File: config.mk
export PLATFORM = sky130hd
export DESIGN_NAME = prog_loader
export DESIGN_NICKNAME = d
export VERILOG_FILES = /design/src/rtl/prog_loader.sv
export SDC_FILE = /design/constraint.sdc
export NUM_CORES = 1
export LEC_CHECK = 0
export ABC_CLOCK_PERIOD_IN_PS = 2600
export BUFFER_PORTS_ARGS = -buffer_cell sky130_fd_sc_hd__buf_2
export CAP_MARGIN = 25
export CORE_MARGIN = 4
export CORE_UTILIZATION = 56
export CTS_CLUSTER_DIAMETER = 60
export DETAILED_ROUTE_END_ITERATION = 7
export PLACE_DENSITY_LB_ADDON = 0.2
export REMOVE_ABC_BUFFERS = 1
export SKIP_CTS_REPAIR_TIMING = 1
export SLEW_MARGIN = 20
export SYNTH_ARGS = -nofsm -noshare
export SYNTH_HDL_FRONTEND = slang
export SYNTH_SLANG_ARGS = --single-unit
File: constraint.sdc
create_clock -name clk -period 2.6 [get_ports clk]
set_input_delay 0.39 -clock clk [delete_from_list [all_inputs] [get_ports clk]]
set_output_delay 0.39 -clock clk [all_outputs]
set_load 0.005 [all_outputs]
File: src/rtl/prog_loader.sv
`default_nettype none
// ============================================================================
//  Module   : prog_loader
//  Purpose  : Boot loader. Assembles a framed little-endian byte stream into
//             32-bit words, writes them to memory and verifies an XOR checksum.
//  Revision : 1.0  initial release
// ============================================================================
module prog_loader #(
  parameter int                    ADDR_WIDTH = 32,
  parameter logic [ADDR_WIDTH-1:0] BASE_ADDR  = '0,
  parameter int                    MAX_WORDS  = 1024
) (
  input  logic                  clk,
  input  logic                  reset,
  input  logic [7:0]            rxData,
  input  logic                  rxValid,
  output logic                  rxReady,
  output logic                  memWrEn,
  output logic [ADDR_WIDTH-1:0] memAddr,
  output logic [31:0]           memWData,
  input  logic                  memReady,
  input  logic                  restart,
  output logic                  coreRun,
  output logic                  busy,
  output logic                  err
);

  localparam int          CNT_W       = $clog2(MAX_WORDS + 1);
  localparam logic [31:0] C_MAX_WORDS = 32'(MAX_WORDS);

  typedef enum logic [2:0] {
    S_HDR   = 3'd0,
    S_DATA  = 3'd1,
    S_WRITE = 3'd2,
    S_CHK   = 3'd3,
    S_DONE  = 3'd4,
    S_ERROR = 3'd5
  } state_t;

  state_t           r_state;
  logic [1:0]       r_byteCnt;
  logic [CNT_W-1:0] r_wordCnt;
  logic [31:0]      r_numWords;
  logic [23:0]      r_word;      // lanes 0..2; lane 3 goes straight to memWData
  logic [7:0]       r_checksum;

  logic        w_rxFire;
  logic [31:0] w_hdrNext;
  logic        w_lastWord;

  assign w_rxFire   = rxValid && rxReady;
  assign w_hdrNext  = {rxData, r_numWords[31:8]};
  assign w_lastWord = (32'(r_wordCnt) + 32'd1) == r_numWords;

  always_ff @(posedge clk or negedge reset) begin
    if (!reset) begin
      r_state    <= S_HDR;
      r_byteCnt  <= '0;
      r_wordCnt  <= '0;
      r_numWords <= '0;
      r_word     <= '0;
      r_checksum <= '0;
      rxReady    <= 1'b0;
      memWrEn    <= 1'b0;
      memAddr    <= BASE_ADDR;
      memWData   <= '0;
      coreRun    <= 1'b0;
      busy       <= 1'b0;
      err        <= 1'b0;
    end else begin
      case (r_state)
        S_HDR: begin
          rxReady <= 1'b1;
          busy    <= 1'b1;
          if (w_rxFire) begin
            r_numWords <= w_hdrNext;
            r_byteCnt  <= r_byteCnt + 2'd1;
            if (r_byteCnt == 2'd3) begin
              if (w_hdrNext > C_MAX_WORDS) begin
                r_state <= S_ERROR;
                err     <= 1'b1;
                busy    <= 1'b0;
                rxReady <= 1'b0;
              end else if (w_hdrNext == '0) begin
                r_state <= S_CHK;
              end else begin
                r_state <= S_DATA;
              end
            end
          end
        end

        S_DATA: begin
          if (w_rxFire) begin
            r_checksum <= r_checksum ^ rxData;
            r_byteCnt  <= r_byteCnt + 2'd1;
            case (r_byteCnt)
              2'd0: r_word[7:0]   <= rxData;
              2'd1: r_word[15:8]  <= rxData;
              2'd2: r_word[23:16] <= rxData;
              default: begin
                memWData <= {rxData, r_word};
                memWrEn  <= 1'b1;
                rxReady  <= 1'b0;
                r_state  <= S_WRITE;
              end
            endcase
          end
        end

        S_WRITE: begin
          // Address and data are held until the memory takes the write
          if (memWrEn && memReady) begin
            memWrEn   <= 1'b0;
            memAddr   <= memAddr + ADDR_WIDTH'(4);
            r_wordCnt <= r_wordCnt + CNT_W'(1);
            rxReady   <= 1'b1;
            r_state   <= w_lastWord ? S_CHK : S_DATA;
          end
        end

        S_CHK: begin
          if (w_rxFire) begin
            rxReady <= 1'b0;
            busy    <= 1'b0;
            if (rxData == r_checksum) begin
              r_state <= S_DONE;
              coreRun <= 1'b1;
            end else begin
              r_state <= S_ERROR;
              err     <= 1'b1;
            end
          end
        end

        S_DONE, S_ERROR: begin
          if (restart) begin
            r_state    <= S_HDR;
            r_byteCnt  <= '0;
            r_wordCnt  <= '0;
            r_numWords <= '0;
            r_checksum <= '0;
            memAddr    <= BASE_ADDR;
            coreRun    <= 1'b0;
            err        <= 1'b0;
            busy       <= 1'b1;
            rxReady    <= 1'b1;
          end
        end

        default: begin
          r_state <= S_HDR;
        end
      endcase
    end
  end

endmodule
`default_nettype wire

## Yosys cells after proc, flatten, opt, wreduce, memory -nomap -nowiden

Cells that the tools add are included.

| word-level totals | value |
|---|---|
| flip-flop bits (word level) | 149 |
| bits of input ports | 13 |
| output and inout bits | 69 |
| word-level logic and storage cells | 123 |

| cells by class | value |
|---|---|
| add/sub/neg operators | 4 |
| $lt $le $gt $ge | 1 |
| equal/unequal tests | 21 |
| multiplexer cells | 50 |
| bitwise operators | 2 |
| reductions and logical operators | 30 |

Operators with widths:

| operator | number |
|---|---|
| case mux 32 bit (2 select lines) | 2 |
| two-way mux 32 bit | 3 |
| adder 32 x 3 -> 32 bit, second input constant | 1 |
| == test 12 x 32 -> 1 bit | 1 |
| > comparator 32 x 11 -> 1 bit, second input constant | 1 |
| zero test 32 bit | 1 |
| AND reduction 3 bit | 9 |
| two-way mux 3 bit | 8 |
| two-way mux 11 bit | 2 |
| case mux 11 bit (2 select lines) | 1 |
| two-way mux 1 bit | 20 |
| inequality test 2 bit, second input constant | 10 |
| two-way mux 8 bit | 2 |
| case mux 8 bit (2 select lines) | 1 |
| case mux 3 bit (5 select lines) | 1 |
| AND reduction 7 bit | 2 |
| adder 11 x 1 -> 12 bit, second input constant | 1 |
| nonzero test 2 bit | 6 |
| adder 11 x 1 -> 11 bit, second input constant | 1 |
| == test 8 bit | 1 |
| two-way mux 2 bit | 4 |
| AND reduction 4 bit | 2 |
| XOR 8 bit | 1 |
| == test 3 x 2 -> 1 bit, second input constant | 2 |
| 19 further kinds | 25 |

## Depth between registers and ports, before layout

| logic depth | value |
|---|---|
| word-level depth | 6 |
| depth in mapped cells | 8 |
| gate-level depth less buffers | 7 |

## Worst setup path after synthesis

OpenSTA, ideal clock, no wires.

| timing | value |
|---|---|
| kind | reg-to-reg |
| from | register r_wordCnt[0] |
| to | register r_state[1] |
| setup time | 0.095 ns |
| arrival | 1.776 ns |
| data required time | 2.505 ns |
| setup slack | 0.729 ns |
| stages on the path, launching flop included | 8 |
| buffers on the path | 0 |
| clock period less this slack | 1.871 ns |
| cell sequence | dfrtp_1 > ha_1 > and2_0 > and4_1 > or3_1 > a21oi_1 > nor2_1 > o31ai_1 |

| on the way | value |
|---|---|
| longest elaborated chain between the ends | 5 |

RTL lines:

| item | line | RTL |
|---|---|---|
| from (decl) | 42 | `logic [CNT_W-1:0] r_wordCnt;` |
| from (signal assigned) | 116 | `r_wordCnt <= r_wordCnt + CNT_W'(1);` |
| adder 11 x 1 -> 12 bit | 53 | `assign w_lastWord = (32'(r_wordCnt) + 32'd1) == r_numWords;` |
| == test 12 x 32 -> 1 bit | 53 |  |
| two-way mux 2 bit | 118 | `r_state <= w_lastWord ? S_CHK : S_DATA;` |
| two-way mux 3 bit | 113 | `if (memWrEn && memReady) begin` |
| case mux 3 bit (5 select lines) | 71 | `case (r_state)` |
| to (signal assigned) | 118 |  |
| to (decl) | 40 | `state_t r_state;` |

No other way between the ends. The select of a mux whose other input is x is not followed.
A chain may end at the register's enable or synchronous reset.

## Final worst setup path

Ends and elaborated chain as after synthesis.

==> run metrics <==
outcome=finished, final reports clean; Req. time, crit path=2.89 ns; Clk pin slew, worst setup/hold paths=0.06 ns; CP endpoint kind=flip-flop; Layout Skew=0.00857 ns; fillers=957; GPL Wtd Cong=0.933; hold wc startpoint=restart; Sink Count=147; DRC Markers=0; most frequent cells in the layout=147 x dfrtp_1, 122 x nand2_1, 78 x buf_2; CTS Buffer Depth=2; first-pass GRT wire length=25,800 um; GR Util All Layers=22.6%; Pwr per Cell Area=983 mW/mm^2; synth warn=0; Synth Instances=684; chip width=119 um; slew margin rel.=58.5%; VDD IR max=0.000704 V; mean post-synth cell area=10.1 um^2; via count of the first global-routing pass=5,219; Starting Density=57.3%; Post-synth EDFFs=0; Setup Viol. Count Final=0; post-synthesis adder-cell area fraction=1.09%; simple-gate share of the synthesized area=17.7%; Die Y=119 um; Num CTS Buffers=17; Pins Over Slew Limit=0; max frequency=444 MHz; Crit Path Max Fanout=6; Synth Area in Compound Gates=10.0%; via count=5,215; Netlist Area Pre-Place=0.00688 mm^2; area of the multi-input gates=0.00302 mm^2; leak pwr=3.85 nW; Die ar.=0.0141 mm^2; largest family of logic cells by synthesized area=simple AND/OR/NAND/NOR gates; critical path launch point type=flip-flop; Ports=82; non-filler cells, final=919; Post-DRT Antenna Nets=0; Hold Crit Class=in -> reg; CTS tree=built; largest net degree at the start of global routing=70; Layout Utilization=66.9%; Wirelength per Cell=16.4 um; WP data arrival=2.54 ns; diode count=0; max_cap viols=0; antenna violations before repair=0; sequential element share of the synthesized area=53.4%; DR pass1 iterations=5; IO buf count=79; total global routing overflow=0; worst r2r src=r_wordCnt[0]; post-synthesis xor/xnor area fraction=5.60%; Slew @ Worst Pin=0.620 ns; Tcrit/Tclk final=86.6%; layout cells sized above 1=24.2%; post-route minimum period=2.25 ns; critical path class=reg -> reg; flops & latches, synth=147; Hold WS=0.284 ns; Nets=778; core area=0.0120 mm^2; RSZ-0062 raised after global routing=no; commonest non-fill, non-tap cell in the layout=dfrtp_1; Synth Flop Type=dfrtp_1; CP startpoint=r_wordCnt[0]; Sequential Area=0.00368 mm^2; post-synthesis mux area share=9.31%; root buffer cell=clkbuf_16; clk_lat worst skew=0.42 ns; HPWL Detailed=10,300 um; WL final=15,100 um; Rows=40; DRC marker count from the first detailed-route iteration=378; CTS H-tree depth=4; ys async rst share=100%; Hold Vio Cnt, Final=0; library cells used by synthesis=48; TNS Setup=0 ns; area grow syn2layout=16.8%; routed vias/inst=5.67; placed insts=886
## final cells by class
class | count | area share (%)
clock buffers | 20 | 5.81
clock inverters | 12 | 1.49
inverters | 6 | 0.280
multi-input cells | 492 | 37.5
flip-flops and latches | 147 | 45.8
well taps | 147 | 2.29
repair buffers | 95 | 6.83
## power breakdown
group	leakage, nW	total [mW]	internal (mW)	switching (mW)
Sequential	1.95	3.49	2.99	0.499
Combinational	1.62	2.02	0.994	1.03
Clock	0.278	2.39	1.41	0.981
Total	3.85	7.90	5.40	2.51
## stage by stage
| stage | total power [mW] | setup WS [ns] | area, um^2 |
|---|---|---|---|
| finish | 7.90 | 0.349 | 8040 |
| global route | 8.46 | 0.205 | 8040 |
| CTS | 7.97 | 0.320 | 8030 |
| detailed placement | 5.55 | 0.340 | 7440 |
| global placement | 5.43 | 0.440 | 7440 |
| floorplan | 4.74 | -0.00595 | 6720 |
## cell families after synthesis
kind of cell,Yosys count
adder cells (fa/ha/maj),6
XOR/XNOR,44
other,1
buffers and inverters,46
flip-flops,147
AND/OR/NAND/NOR,260
multiplexers,57
AO/OA/AOI/OAI,123
## metal layers
metal / GRT usage [%] / part of all wire, % / vias up
li1: - / - / 2528
met5: 0 / 0 / -
met1: 30.5 / 45 / 2538
met2: 36.2 / 49 / 135
met4: 6.23 / 0.82 / 0
met3: 6.03 / 4.9 / 14
## sequential cells by signal (all words and copies together) (netlist names)
signal	flops
memAddr	30
r_numWords	32
r_byteCnt	2
r_checksum	8
err	1
memWData	32
memWrEn	1
rxReady	1
r_wordCnt	11
r_state	3
coreRun	1
busy	1
r_word	24
## critical path, cell delays in order, from the launching register on
cell     delay [ns]
dfrtp_1        0.44
ha_1           0.30
and2_0         0.25
and4_1         0.25
or3_1          0.32
a21oi_1        0.15
nor2_1         0.07
o31ai_1        0.33
## worst paths after layout
check | to | slack, ns | depth (start not counted)
min in group asynchronous | r_wordCnt[4] | 0.43 | 2
max reg2reg | r_state[1] | 0.35 | 7
min reg2reg | err | 0.48 | 2
max in group asynchronous | memWData[21] | 1.51 | 3
max | r_state[1] | 0.35 | 7
min | r_state[2] | 0.28 | 2
## cells in the mapped netlist (all sizes together) (5+ instances only)
master  number  area share [%]
mux2        56             9.2
or3          5            0.53
ha           6             1.1
buf          9            0.76
nand2b       7            0.64
and3        10            0.91
xnor2       19             2.4
nand4        9            0.82
nor4        10             1.1
nand2      122             6.7
o31ai        7            0.76
nand3       25             1.8
inv          6            0.33
nor3         8            0.58
xor2        25             3.2
clkbuf      31             1.7
dfrtp      147              53
a21oi       18             1.3
o21ai       76             5.5
nor2        43             2.3
o22ai        5            0.45
and2         6            0.55
(Power assumes the default switching activity.)
